==> config.mk <==
export PLATFORM = sky130hd
export DESIGN_NAME = inbox_fifo
export DESIGN_NICKNAME = d
export VERILOG_FILES = /design/src/rtl/inbox_fifo.sv
export SDC_FILE = /design/constraint.sdc
export NUM_CORES = 1
export LEC_CHECK = 0
export CORE_ASPECT_RATIO = 0.9
export CORE_MARGIN = 2
export CORE_UTILIZATION = 35
export DETAILED_ROUTE_END_ITERATION = 8
export GPL_TIMING_DRIVEN = 0
export REMOVE_ABC_BUFFERS = 1
export SYNTH_ARGS = -nofsm -noshare
export SYNTH_HDL_FRONTEND = slang
export SYNTH_SLANG_ARGS = --single-unit
==> constraint.sdc <==
create_clock -name clk -period 3.9 [get_ports clk]
set_input_delay 0.78 -clock clk [delete_from_list [all_inputs] [get_ports clk]]
set_output_delay 0.78 -clock clk [all_outputs]
set_load 0.03 [all_outputs]
==> src/rtl/inbox_fifo.sv <==
// Show-ahead input queue feeding the CPU: the head word is always presented on o_data,
// and the occupancy flags come from registers so they never ripple from the inputs.
module inbox_fifo #(
  parameter  int WIDTH = 8,
  parameter  int DEPTH = 32,
  localparam int AW    = $clog2(DEPTH)
) (
  input  logic             clk,
  input  logic             i_rst,
  input  logic             i_clr,
  input  logic [WIDTH-1:0] i_data,
  input  logic             i_wr,
  output logic             o_full,
  input  logic             rIn,
  output logic [WIDTH-1:0] o_data,
  output logic             inEmpty,
  output logic [AW:0]      o_count,
  output logic             o_ovf,
  output logic             o_udf
);

  localparam logic [AW:0] FULL_CNT = (AW+1)'(DEPTH);

  logic [WIDTH-1:0] r_mem [DEPTH];
  logic [AW-1:0]    r_wr_ptr;
  logic [AW-1:0]    r_rd_ptr;
  logic [AW:0]      r_count;
  logic             r_full;
  logic             r_empty;
  logic             r_ovf;
  logic             r_udf;
  logic [WIDTH-1:0] r_data;

  logic             w_do_wr;
  logic             w_do_rd;
  logic [AW-1:0]    w_wr_ptr_nxt;
  logic [AW-1:0]    w_rd_ptr_nxt;
  logic [AW:0]      w_count_nxt;
  logic [WIDTH-1:0] w_head_nxt;

  // Effective operations and the post-edge pointers, count and head word.
  always_comb begin
    w_do_rd = rIn & ~r_empty;
    w_do_wr = i_wr & (~r_full | w_do_rd);

    if (w_do_wr) begin
      w_wr_ptr_nxt = r_wr_ptr + AW'(1);
    end else begin
      w_wr_ptr_nxt = r_wr_ptr;
    end

    if (w_do_rd) begin
      w_rd_ptr_nxt = r_rd_ptr + AW'(1);
    end else begin
      w_rd_ptr_nxt = r_rd_ptr;
    end

    case ({w_do_wr, w_do_rd})
      2'b10:   w_count_nxt = r_count + (AW+1)'(1);
      2'b01:   w_count_nxt = r_count - (AW+1)'(1);
      default: w_count_nxt = r_count;
    endcase

    // The word being written this cycle becomes the head when it lands on the next read slot.
    if (w_count_nxt == (AW+1)'(0)) begin
      w_head_nxt = {WIDTH{1'b0}};
    end else if (w_do_wr && (w_rd_ptr_nxt == r_wr_ptr)) begin
      w_head_nxt = i_data;
    end else begin
      w_head_nxt = r_mem[w_rd_ptr_nxt];
    end
  end

  // Storage array; intentionally not reset.
  always_ff @(posedge clk) begin
    if (!i_clr && w_do_wr) begin
      r_mem[r_wr_ptr] <= i_data;
    end
  end

  // Pointers, count, registered flags and registered head word.
  always_ff @(posedge clk or negedge i_rst) begin
    if (!i_rst) begin
      r_wr_ptr <= {AW{1'b0}};
      r_rd_ptr <= {AW{1'b0}};
      r_count  <= {(AW+1){1'b0}};
      r_full   <= 1'b0;
      r_empty  <= 1'b1;
      r_ovf    <= 1'b0;
      r_udf    <= 1'b0;
      r_data   <= {WIDTH{1'b0}};
    end else if (i_clr) begin
      r_wr_ptr <= {AW{1'b0}};
      r_rd_ptr <= {AW{1'b0}};
      r_count  <= {(AW+1){1'b0}};
      r_full   <= 1'b0;
      r_empty  <= 1'b1;
      r_ovf    <= 1'b0;
      r_udf    <= 1'b0;
      r_data   <= {WIDTH{1'b0}};
    end else begin
      r_wr_ptr <= w_wr_ptr_nxt;
      r_rd_ptr <= w_rd_ptr_nxt;
      r_count  <= w_count_nxt;
      r_full   <= (w_count_nxt == FULL_CNT);
      r_empty  <= (w_count_nxt == (AW+1)'(0));
      r_data   <= w_head_nxt;
      if (i_wr && r_full && !w_do_rd) begin
        r_ovf <= 1'b1;
      end else begin
        r_ovf <= r_ovf;
      end
      if (rIn && r_empty) begin
        r_udf <= 1'b1;
      end else begin
        r_udf <= r_udf;
      end
    end
  end

  assign o_full  = r_full;
  assign inEmpty = r_empty;
  assign o_count = r_count;
  assign o_ovf   = r_ovf;
  assign o_udf   = r_udf;
  assign o_data  = r_data;

endmodule
==> results.yml <==
run_status:
  status: "finished, final reports clean"
layout:
  fin_area_mm2: 0.0141
  layout.nets: 958
  area_growth_pct: 15.0
  final_cells: 1419
  diodes: 0
  drive_above_1_share: 0.0867
  fillCellCount: 3142
worst_setup_path:
  worstSetupPathType: "reg -> reg"
  cp-start-kind: "register"
  cp.arrival_ns: 4.21
  required_ns: 4.33
  cp-end-kind: "register"
  path_max_fanout: 21
job:
  maxCapViolations: 0
clock_tree:
  root_buffer: "clkbuf_16"
  cts.sinks: 284
  tritoncts: "built"
  clk_latency_ns: 0.55
  clkTransAtPathRegs_ns: 0.06
  h-tree-depth: 1
  clockBufferDepth: 3
  cts_buffers: 28
grt:
  use_met2: 0.263
  grt-ovfl-total: 0
  track_usage: 0.167
  first_global_vias: 7432
  grt_use_met3: 0.0237
  antenna_found_initial: 1
  grt_max_degree: 37
  top_usage_layer: "met2"
  grt_pass1_wl_mm: 46.6
  gr-usage-met1: 0.247
place:
  hpwlAfterDp_mm: 19.1
  dp_slack_ns: -1.69
  dp_cells: 1363
  io_buffers: 30
  post_dp_cell_area_mm2: 0.0132
  place_congestion: 0.784
drt:
  dr.pass1.iters: 5
  drcViolationCount: 0
  drt_wl_total_mm: 31.1
  drt-initial-drc-count: 831
  viasPerCell: 5.48
  routedWlPerCell_um: 21.9
  vias: 7782
  ant_nets: 0
timing:
  worst_slew_pin_slew_ns: 1.42
  rsz0062_at_grt: "false"
  hold_viol: 0
  fin_crit_ns: 3.78
  tns_ns: 0
  max_freq_mhz: 265
  max_slew_margin: 0.0534
  fin_skew_ns: 0.0118
  fin_hold_ws_ns: 0.288
  drv_slew: 0
  fin_ws_ns: 0.120
  fin_crit_sh: 0.969
  setup_viol: 0
pwr:
  ir_drop_mv: 0.369
  pwr-share-seq: 0.425
  clockPowerShare: 0.297
  cellLeakagePower_uw: 0.00452
  p_switching_uw: 2640
  comb_power_share: 0.278
  p_int_uw: 5610
  p_sw_frac: 0.320
  power.density_mw_per_mm2: 586
floorplan:
  die_area_mm2: 0.0365
  start_util: 0.358
  ios: 31
  num_rows: 64
  dieWidth_um: 201
  die_h_um: 181
  core_area_mm2: 0.0342
hold_path:
  hp-class: "in -> async"
synthesis:
  avgSynthCellArea_um2: 13.3
  yosys.area.top_type: "edfxtp_1"
  synth_edf_count: 256
  synth_warnings: 0
  ys_seq_area_frac: 0.685
  yosys-top-cells-area: "edfxtp_1 63%, dfrtp_1 5.5%, nand2_1 4.7%"
  syn_inst: 921
  ys_ff_latch: 284
  synth_cell_type_count: 56
  synthFlopType: "edfxtp_1"
  netlist_area_mm2: 0.0122
  synth_top_area_share: 0.628
  synthArstFlopShare: 0.0986
-- path summary, 6_finish.rpt --
check,start,to,slack (ns),cells past startpoint
setup / recovery,r_rd_ptr[0]$_DFF_PN0_,o_data[2]$_DFF_PN0_,0.12,8
hold / removal,i_rst,o_full$_DFF_PN0_,0.29,1
setup reg to reg,r_rd_ptr[0]$_DFF_PN0_,o_data[2]$_DFF_PN0_,0.12,8
hold reg to reg,o_udf$_DFFE_PN0P_,o_udf$_DFFE_PN0P_,0.50,2
max in group asynchronous,i_rst,r_rd_ptr[0]$_DFF_PN0_,3.10,1
min in group clk,o_udf$_DFFE_PN0P_,o_udf$_DFFE_PN0P_,0.50,2
-- synth_stat cells, types with 3 or more instances --
| cell | number |
|---|---|
| o21ai_0 | 9 |
| buf_2 | 22 |
| nor2b_1 | 7 |
| a211oi_1 | 17 |
| xor2_1 | 11 |
| xnor2_1 | 9 |
| or3_1 | 14 |
| a311oi_1 | 12 |
| mux2i_1 | 55 |
| a21o_1 | 4 |
| and4_1 | 7 |
| a21oi_1 | 12 |
| a222oi_1 | 7 |
| nand2b_1 | 4 |
| nand3_1 | 46 |
| a211o_1 | 3 |
| o31ai_1 | 3 |
| inv_1 | 8 |
| nor3_1 | 5 |
| ha_1 | 8 |
| dfrtp_1 | 27 |
| a32oi_1 | 25 |
| nand4_1 | 23 |
| o311ai_0 | 14 |
| nor3b_1 | 3 |
| and2_1 | 16 |
| edfxtp_1 | 256 |
| nand2_1 | 152 |
| buf_4 | 4 |
| and2_0 | 3 |
| clkbuf_1 | 33 |
| nor2_1 | 67 |
-- per-layer routing --
metal / wire (um) / share of wire
met1: 14300 / 0.46
met2: 14100 / 0.45
met3: 2080 / 0.067
met4: 640 / 0.021
met5: 0 / 0
-- power by group through the flow --
stage	Clock (uW)	Sequential [uW]	Combinational [uW]
after floorplan	0	3670	1210
after global routing	2610	3520	2470
after CTS	2490	3510	2270
final	2450	3510	2300
after global placement	0	3580	2060
after detailed placement	0	3570	2210
-- kinds of logic after synthesis --
group | share of synthesized area
AOI/OAI and AO/OA | 0.0815
xor gates and xnor gates | 0.0179
adders and majority gates | 0.00818
buffers and inverters | 0.0251
DFF | 0.685
muxes | 0.0487
and+or+nand+nor | 0.133
-- state kept, by name, summed over array words and instances (netlist names) --
name      count
o_data        8
o_full        1
r_wr_ptr      5
r_mem       256
o_count       6
o_udf         1
o_ovf         1
r_rd_ptr      5
inEmpty       1
-- placed cells by master, fill, tap and decap left out, types with 11 or more instances in the layout --
cell / netlist / routed
and2_1: 16 / 15
nand3_1: 46 / 46
dfrtp_1: 27 / 26
clkdlybuf4s50_1: 0 / 26
mux2i_1: 55 / 55
xor2_1: 11 / 11
or3_1: 14 / 14
o311ai_0: 14 / 14
edfxtp_1: 256 / 256
a211oi_1: 17 / 16
a311oi_1: 12 / 12
nand4_1: 23 / 23
a32oi_1: 25 / 25
nand2_1: 152 / 152
a21oi_1: 12 / 11
nor2_1: 67 / 67
clkbuf_16: 0 / 28
-- final cells by class --
type	count	area, um^2	area share
Clock buffer	35	727	0.0516
Clock inverter	15	88.8	0.00631
Tap cell	462	578	0.0411
Multi-Input combinational cell	569	3690	0.262
Timing Repair Buffer	45	558	0.0396
Sequential cell	284	8390	0.596
Inverter	9	46.3	0.00329
-- per-stage QoR --
| stage | total power, uW | util |
|---|---|---|
| CTS | 8260 | 0.411 |
| global placement | 5640 | 0.376 |
| global route | 8600 | 0.412 |
| detailed placement | 5780 | 0.385 |
| floorplan | 4880 | - |
| finish | 8250 | 0.412 |
-- timing repair --
item | CTS | global route
gates resized for setup | 11 | 4
hold buffers | 0 | 0
pin swaps | 3 | 1
setup endpoints to repair | 44 | 9
cloned | 0 | 2
buffers inserted | 3 | 0
-- critical path: stages, from the launching register on --
cell      delay, ns
dfrtp_2        0.61
ha_1           0.66
nor3b_4        0.18
a21o_2         0.41
o21ai_0        0.23
o2111a_1       0.25
nand4_1        0.56
and4_1         0.40
a211oi_1       0.33
Power figures use the tool's default switching activity.
